==> src/rtl/pixel_controller.sv <==
// Global-shutter frame sequencer: ERASE -> EXPOSE -> CONVERT (count on DATA) -> TURN -> READ,
// then holds the read-back pixel value on a valid/ready port until the consumer takes it.
module pixel_controller #(
    parameter int ERASE_CYCLES  = 5,
    parameter int EXPOSE_CYCLES = 255,
    parameter int READ_CYCLES   = 5,
    parameter int DW            = 8
) (
    input  logic          clk,
    input  logic          reset,
    input  logic          start,
    output logic          erase,
    output logic          expose,
    output logic          convert,
    output logic          ramp_tick,
    output logic          read,
    output logic          data_oe,
    output logic [DW-1:0] data_out,
    input  logic [DW-1:0] data_in,
    output logic [DW-1:0] pix_data,
    output logic          pix_valid,
    input  logic          pix_ready,
    output logic          busy
);

    localparam int CW = (DW + 1 > 16) ? DW + 1 : 16;

    localparam logic [CW-1:0] ERASE_LAST  = CW'(ERASE_CYCLES - 1);
    localparam logic [CW-1:0] EXPOSE_LAST = CW'(EXPOSE_CYCLES - 1);
    localparam logic [CW-1:0] CONV_LAST   = CW'((2 ** DW) - 1);
    localparam logic [CW-1:0] READ_LAST   = CW'(READ_CYCLES - 1);

    typedef enum logic [2:0] {
        S_IDLE,
        S_ERASE,
        S_EXPOSE,
        S_CONVERT,
        S_TURN,
        S_READ,
        S_HOLD
    } state_t;

    state_t        state;
    logic [CW-1:0] cnt;

    // Outputs are registered: each transition sets the levels for the first cycle of the new state.
    always_ff @(posedge clk or negedge reset) begin
        if (!reset) begin
            state     <= S_IDLE;
            cnt       <= '0;
            erase     <= 1'b0;
            expose    <= 1'b0;
            convert   <= 1'b0;
            ramp_tick <= 1'b0;
            read      <= 1'b0;
            data_oe   <= 1'b0;
            data_out  <= '0;
            pix_data  <= '0;
            pix_valid <= 1'b0;
            busy      <= 1'b0;
        end else begin
            case (state)
                S_IDLE: begin
                    if (start) begin
                        state <= S_ERASE;
                        cnt   <= '0;
                        erase <= 1'b1;
                        busy  <= 1'b1;
                    end
                end

                S_ERASE: begin
                    if (cnt == ERASE_LAST) begin
                        state  <= S_EXPOSE;
                        cnt    <= '0;
                        erase  <= 1'b0;
                        expose <= 1'b1;
                    end else begin
                        cnt <= cnt + CW'(1);
                    end
                end

                S_EXPOSE: begin
                    if (cnt == EXPOSE_LAST) begin
                        state     <= S_CONVERT;
                        cnt       <= '0;
                        expose    <= 1'b0;
                        convert   <= 1'b1;
                        ramp_tick <= 1'b1;
                        data_oe   <= 1'b1;
                        data_out  <= '0;
                    end else begin
                        cnt <= cnt + CW'(1);
                    end
                end

                // data_out follows the phase counter so it reads n in conversion cycle n.
                S_CONVERT: begin
                    if (cnt == CONV_LAST) begin
                        state     <= S_TURN;
                        cnt       <= '0;
                        convert   <= 1'b0;
                        ramp_tick <= 1'b0;
                        data_oe   <= 1'b0;
                        data_out  <= '0;
                    end else begin
                        cnt      <= cnt + CW'(1);
                        data_out <= data_out + DW'(1);
                    end
                end

                // One dead cycle so the pixel never drives DATA while we still do.
                S_TURN: begin
                    state <= S_READ;
                    cnt   <= '0;
                    read  <= 1'b1;
                end

                S_READ: begin
                    if (cnt == READ_LAST) begin
                        state     <= S_HOLD;
                        cnt       <= '0;
                        read      <= 1'b0;
                        pix_data  <= data_in;
                        pix_valid <= 1'b1;
                    end else begin
                        cnt <= cnt + CW'(1);
                    end
                end

                S_HOLD: begin
                    if (pix_ready) begin
                        state     <= S_IDLE;
                        cnt       <= '0;
                        pix_valid <= 1'b0;
                        busy      <= 1'b0;
                    end
                end

                default: begin
                    state     <= S_IDLE;
                    cnt       <= '0;
                    erase     <= 1'b0;
                    expose    <= 1'b0;
                    convert   <= 1'b0;
                    ramp_tick <= 1'b0;
                    read      <= 1'b0;
                    data_oe   <= 1'b0;
                    data_out  <= '0;
                    pix_valid <= 1'b0;
                    busy      <= 1'b0;
                end
            endcase
        end
    end

endmodule

==> config.mk <==
export PLATFORM = sky130hd
export DESIGN_NAME = pixel_controller
export DESIGN_NICKNAME = d
export VERILOG_FILES = /design/src/rtl/pixel_controller.sv
export SDC_FILE = /design/constraint.sdc
export NUM_CORES = 1
export LEC_CHECK = 0
export BUFFER_PORTS_ARGS = -buffer_cell sky130_fd_sc_hd__buf_4
export CAP_MARGIN = 20
export CORE_UTILIZATION = 62
export CTS_BUF_LIST = sky130_fd_sc_hd__clkbuf_8
export CTS_CLUSTER_DIAMETER = 100
export DETAILED_ROUTE_END_ITERATION = 10
export PLACE_DENSITY_LB_ADDON = 0.25
export SLEW_MARGIN = 30
export SYNTH_ARGS = -nofsm -noshare
export SYNTH_HDL_FRONTEND = slang
export SYNTH_SLANG_ARGS = --single-unit
==> constraint.sdc <==
create_clock -name clk -period 4.6 [get_ports clk]
set_input_delay 0.46 -clock clk [delete_from_list [all_inputs] [get_ports clk]]
set_output_delay 0.46 -clock clk [all_outputs]
set_load 0.02 [all_outputs]
======== Word-level counts from Yosys, hierarchy flattened ========
Cells that the tools add are included.
operators by class
  reduce and logical (&&, ||, !) cells .... 18
  add/subtract/negate cells ............... 2
  eq/ne operators ......................... 15
  bitwise operators ....................... 6
  mux-type cells .......................... 29
operators with widths
  cell                                                   count
  2-to-1 mux 16 bit                                      5
  case mux 16 bit (5 select lines)                       1
  equality test 16 x 8 -> 1 bit (second input constant)  2
  OR reduction 5 bit                                     6
  case mux 8 bit (3 select lines)                        1
  case mux 3 bit (7 select lines)                        1
  2-to-1 mux 3 bit                                       6
  case mux 1 bit (3 select lines)                        6
  adder 16 x 1 -> 16 bit (second input constant)         1
  equality test 16 x 3 -> 1 bit (second input constant)  1
  2-to-1 mux 8 bit                                       2
  AND reduction 3 bit                                    5
  inequality test 2 bit (second input constant)          6
  equality test 3 bit (second input constant)            3
  adder 8 x 1 -> 8 bit (second input constant)           1
  AND reduction 2 bit                                    4
  2-to-1 mux 1 bit                                       7
  equality test 3 x 2 -> 1 bit (second input constant)   2
  inverter 1 bit                                         6
  AND reduction 6 bit                                    1
  equality test 3 x 1 -> 1 bit (second input constant)   1
  logical NOT 3 bit                                      1
  OR reduction 2 bit                                     1
word-level totals
  input bits .............................. 12
  output and inout port bits .............. 24
  register bits ........................... 41

======== Longest topological paths before layout ========
  depth after elaboration ................. 4
  mapped depth ............................ 9
  depth with buffers taken out ............ 7

======== Least setup slack after synthesis ========
No wires, ideal clock.
  path kind ............................... reg2reg
  start ................................... register cnt[0]
  end ..................................... register pix_valid
  path slack .............................. 2.690 ns
  setup time .............................. 0.118 ns
  stages on the path, launching flop included .. 8
  buffers on the path ..................... 0
  data arrival time ....................... 1.792 ns
  path through ............................ dfrtp_1 -> inv_1 -> ha_1 -> nor4bb_1 -> nand4_1 -> and3_1 -> or3_1 -> a21o_1
between the ends
  longest elaborated chain between the ends .. 3
ends and longest elaborated chain
  what                                    RTL line  source
  start: declaration                      44        logic [CW-1:0] cnt;
  start signal: assignment                79        cnt <= cnt + CW'(1);
  start signal: assignment                93        cnt <= cnt + CW'(1);
  start signal: assignment                107       cnt <= cnt + CW'(1);
  equality test 16 x 3 -> 1 bit           120       if (cnt == READ_LAST) begin
  inequality test 2 bit (no source line)  n/a
  AND reduction 3 bit (no source line)    n/a
  end signal: assignment                  125       pix_valid <= 1'b1;
  end signal: assignment                  135       pix_valid <= 1'b0;
  end signal: assignment                  150       pix_valid <= 1'b0;
  end: declaration                        21        output logic pix_valid,
No other way between the ends.
A chain may end at the register's enable or synchronous reset.

======== Worst setup path after layout ========
  start ................................... register cnt[11]
  end ..................................... register pix_data[2]
between the ends
  longest elaborated chain between the ends .. 2
ends and longest elaborated chain
  what                                  RTL line  source
  equality test 16 x 3 -> 1 bit         120
  AND reduction 2 bit (no source line)  n/a
  end signal: assignment                124       pix_data <= data_in;
  end: declaration                      20        output logic [DW-1:0] pix_data,
No other way between the ends.

==> impl_metrics.yaml <==
outcome:
  status: "finished, final reports clean"
synthesis:
  ys_warn_count: 0
  synth_cells: 216
  synth.largest_area_cell: "dfrtp_1"
  synthFlopType: "dfrtp_1"
  ys_seq_area_frac: 0.472
  synth_nets: 232
  synth-edff-count: 0
  yosys.cell_types.count: 42
  ys_ff_latch: 41
  synthArstFlopShare: 1.00
  syn_area_sq_um: 2170
  synth.top_cells.by_area: "dfrtp_1 47%, mux2_2 4.1%, xnor2_1 3.2%, nor2_1 2.9%, nand2_1 2.6%"
  syn_area_per_cell_sq_um: 10.1
  synth_top_area_share: 0.472
timing:
  finalSetupTns_ns: 0
  post-route-period-util: 0.515
  timing.final.crit_period_ns: 2.37
  fmax_ghz: 0.422
  slew_violations: 0
  tightest_slew_ns: 0.754
  relSlewSlack: 0.496
  hold_viol_final: 0
  clock_skew_ns: 0.00444
  rsz0062_at_grt: "no"
  setup_violations: 0
placement:
  gp_routability_congestion: 0.852
  port-buffer-count: 35
  dp.final_hpwl_mm: 2.96
cts:
  cts-root-buf: "clkbuf_8"
  cts.reportedPaths.clkPinSlew_ns: 0.07
  cts.sinks: 41
  ctsHtreeMaxLevel: 2
  post-cts-setup-buffers: 0
  postCtsHoldBufs: 0
  cts_buffers: 5
  clk_latency_ns: 0.30
  cts_tree: "built"
  cts_buffer_depth: 2
  cts_resized: 0
layout:
  antenna_cells: 0
  final_cell_mix: "41 x dfrtp_1, 35 x buf_4, 17 x nor2_1, 15 x nand2_1, 11 x o21ai_0"
  drive_above_1_share: 0.229
  mostFrequentLayoutCell: "dfrtp_1"
  nNetsFinal: 260
  syn_to_final_growth_pct: 14.3
  final_util: 0.744
drt:
  drc: 0
  drt-total-wl_mm: 4.21
  dr.first_iter.drc_count: 64
  via_per_inst: 5.89
  avgRoutedWirePerCell_microns: 14.5
  drt_pre_antenna_iters: 4
  ant_nets: 0
  vias: 1713
power_and_ir_drop:
  clock_power_share: 0.167
  p_leak_nw: 1.16
  power_density_nw_per_um2: 536
  ir_drop_mv: 0.347
  p_seq_frac: 0.413
  p_comb_frac: 0.420
  p_sw_frac: 0.422
  p_int_w: 0.000769
  p_switching_w: 0.000561
worst_setup_path:
  crit_family: "simple AND/OR/NAND/NOR gates"
  crit_buf_inv: 0
  start_kind: "register"
  endpoint_kind: "register"
  critical_path.slowest_cell: "nor4_1"
  cp_max_fo: 9
  arrival_ns: 2.55
  cp_common_cell: "and3_1"
  worstSetupPathType: "register to register"
  crit_chain: "nor4_1, and2_1, and3_1, and3_1, mux2_2"
  worst_ep_required_time_ns: 4.78
  cp_slowest_stage_delay_ns: 0.56
global_routing:
  grt_max_degree: 42
  first_global_vias: 1459
  grt_pass1_wl_mm: 6.52
  antenna_found_initial: 0
  grt-ovfl-total: 0
  grtUsageTotal: 0.245
worst_hold_path:
  min_path_type: "primary input to async pin"
job:
  drv_cap: 0
floorplan:
  initial_core_util: 0.651
  die_x_microns: 61.2
  die_height_microns: 61.2
  die-area_sq_um: 3750
  io_pins: 36
  core_area_sq_um: 3340
  num_rows: 21
## cell type report
class	instances	area, sq um
tap	46	57.6
timing repair buffer	35	263
multi-input combinational	156	1040
clock inverter	3	13.8
fill	247	853
sequential	41	1030
inverter	5	18.8
clock buffer	5	68.8
## registers in the layout, summed over array words and instances (netlist names)
name	cells
erase	1
busy	1
read	1
data_oe	1
data_out	8
expose	1
pix_data	8
pix_valid	1
cnt	16
state	3
## power groups by stage
| stage | logic (W) | registers (W) | clock network (W) |
|---|---|---|---|
| 3_5_place_dp | 0.000556 | 0.000552 | 0 |
| 3_3_place_gp | 0.000546 | 0.000550 | 0 |
| 4_1_cts | 0.000555 | 0.000547 | 0.000229 |
| 5_1_grt | 0.000613 | 0.000566 | 0.000240 |
| 6_report | 0.000559 | 0.000549 | 0.000222 |
| 2_1_floorplan | 0.000393 | 0.000571 | 0 |
## worst paths after layout
kind                             from          end  slack [ns]  cells past startpoint
min                             reset  pix_data[1]        0.13                      1
max reg2reg                   cnt[11]  pix_data[2]        2.23                      5
min in group clk           data_in[0]  pix_data[0]        0.39                      2
min reg2reg                 pix_valid    pix_valid        0.49                      1
max in group asynchronous       reset      cnt[11]        4.14                      1
max                           cnt[11]  pix_data[2]        2.23                      5
## kinds of logic after synthesis
kind of cell | count (synthesis) | share of synthesized area
AO/OA/AOI/OAI | 45 | 0.142
XOR/XNOR | 11 | 0.0443
adder cells (fa/ha/maj) | 4 | 0.0230
multiplexers | 8 | 0.0415
flip-flops | 41 | 0.472
AND/OR/NAND/NOR | 88 | 0.223
buffers and inverters | 19 | 0.0541
## layer usage
layer	global-route usage	share of wire
met1	0.314	0.47
met2	0.399	0.47
met3	0.0525	0.045
met4	0.114	0.016
met5	0	0
## Yosys cell counts (5+ instances only)
master,n
a21oi_1,9
a31oi_1,6
and3_1,8
clkbuf_1,5
dfrtp_1,41
inv_1,5
mux2_2,8
nand2_1,15
nand3_1,9
nand4_1,6
nor2_1,17
nor3_1,10
o21ai_0,11
xnor2_1,8
## through the flow
step	cell area (sq um)	power (W)	instances	hold slack [ns]	worst slack [ns]
global placement	2390	0.00110	283	0.462	2.29
floorplan	2170	0.000964	216	0.164	2.69
CTS	2480	0.00133	291	0.141	2.26
finish	2480	0.00133	291	0.128	2.23
detailed placement	2400	0.00111	283	0.461	2.28
global route	2480	0.00142	291	0.173	2.06
## worst register-to-register path: cells and delay by family, from the launching register on
family,cells,cell delay [ns]
and+or+nand+nor,4,1.45
DFF,1,0.43
muxes,1,0.38
Note: power is estimated with default switching activity, not from simulation.
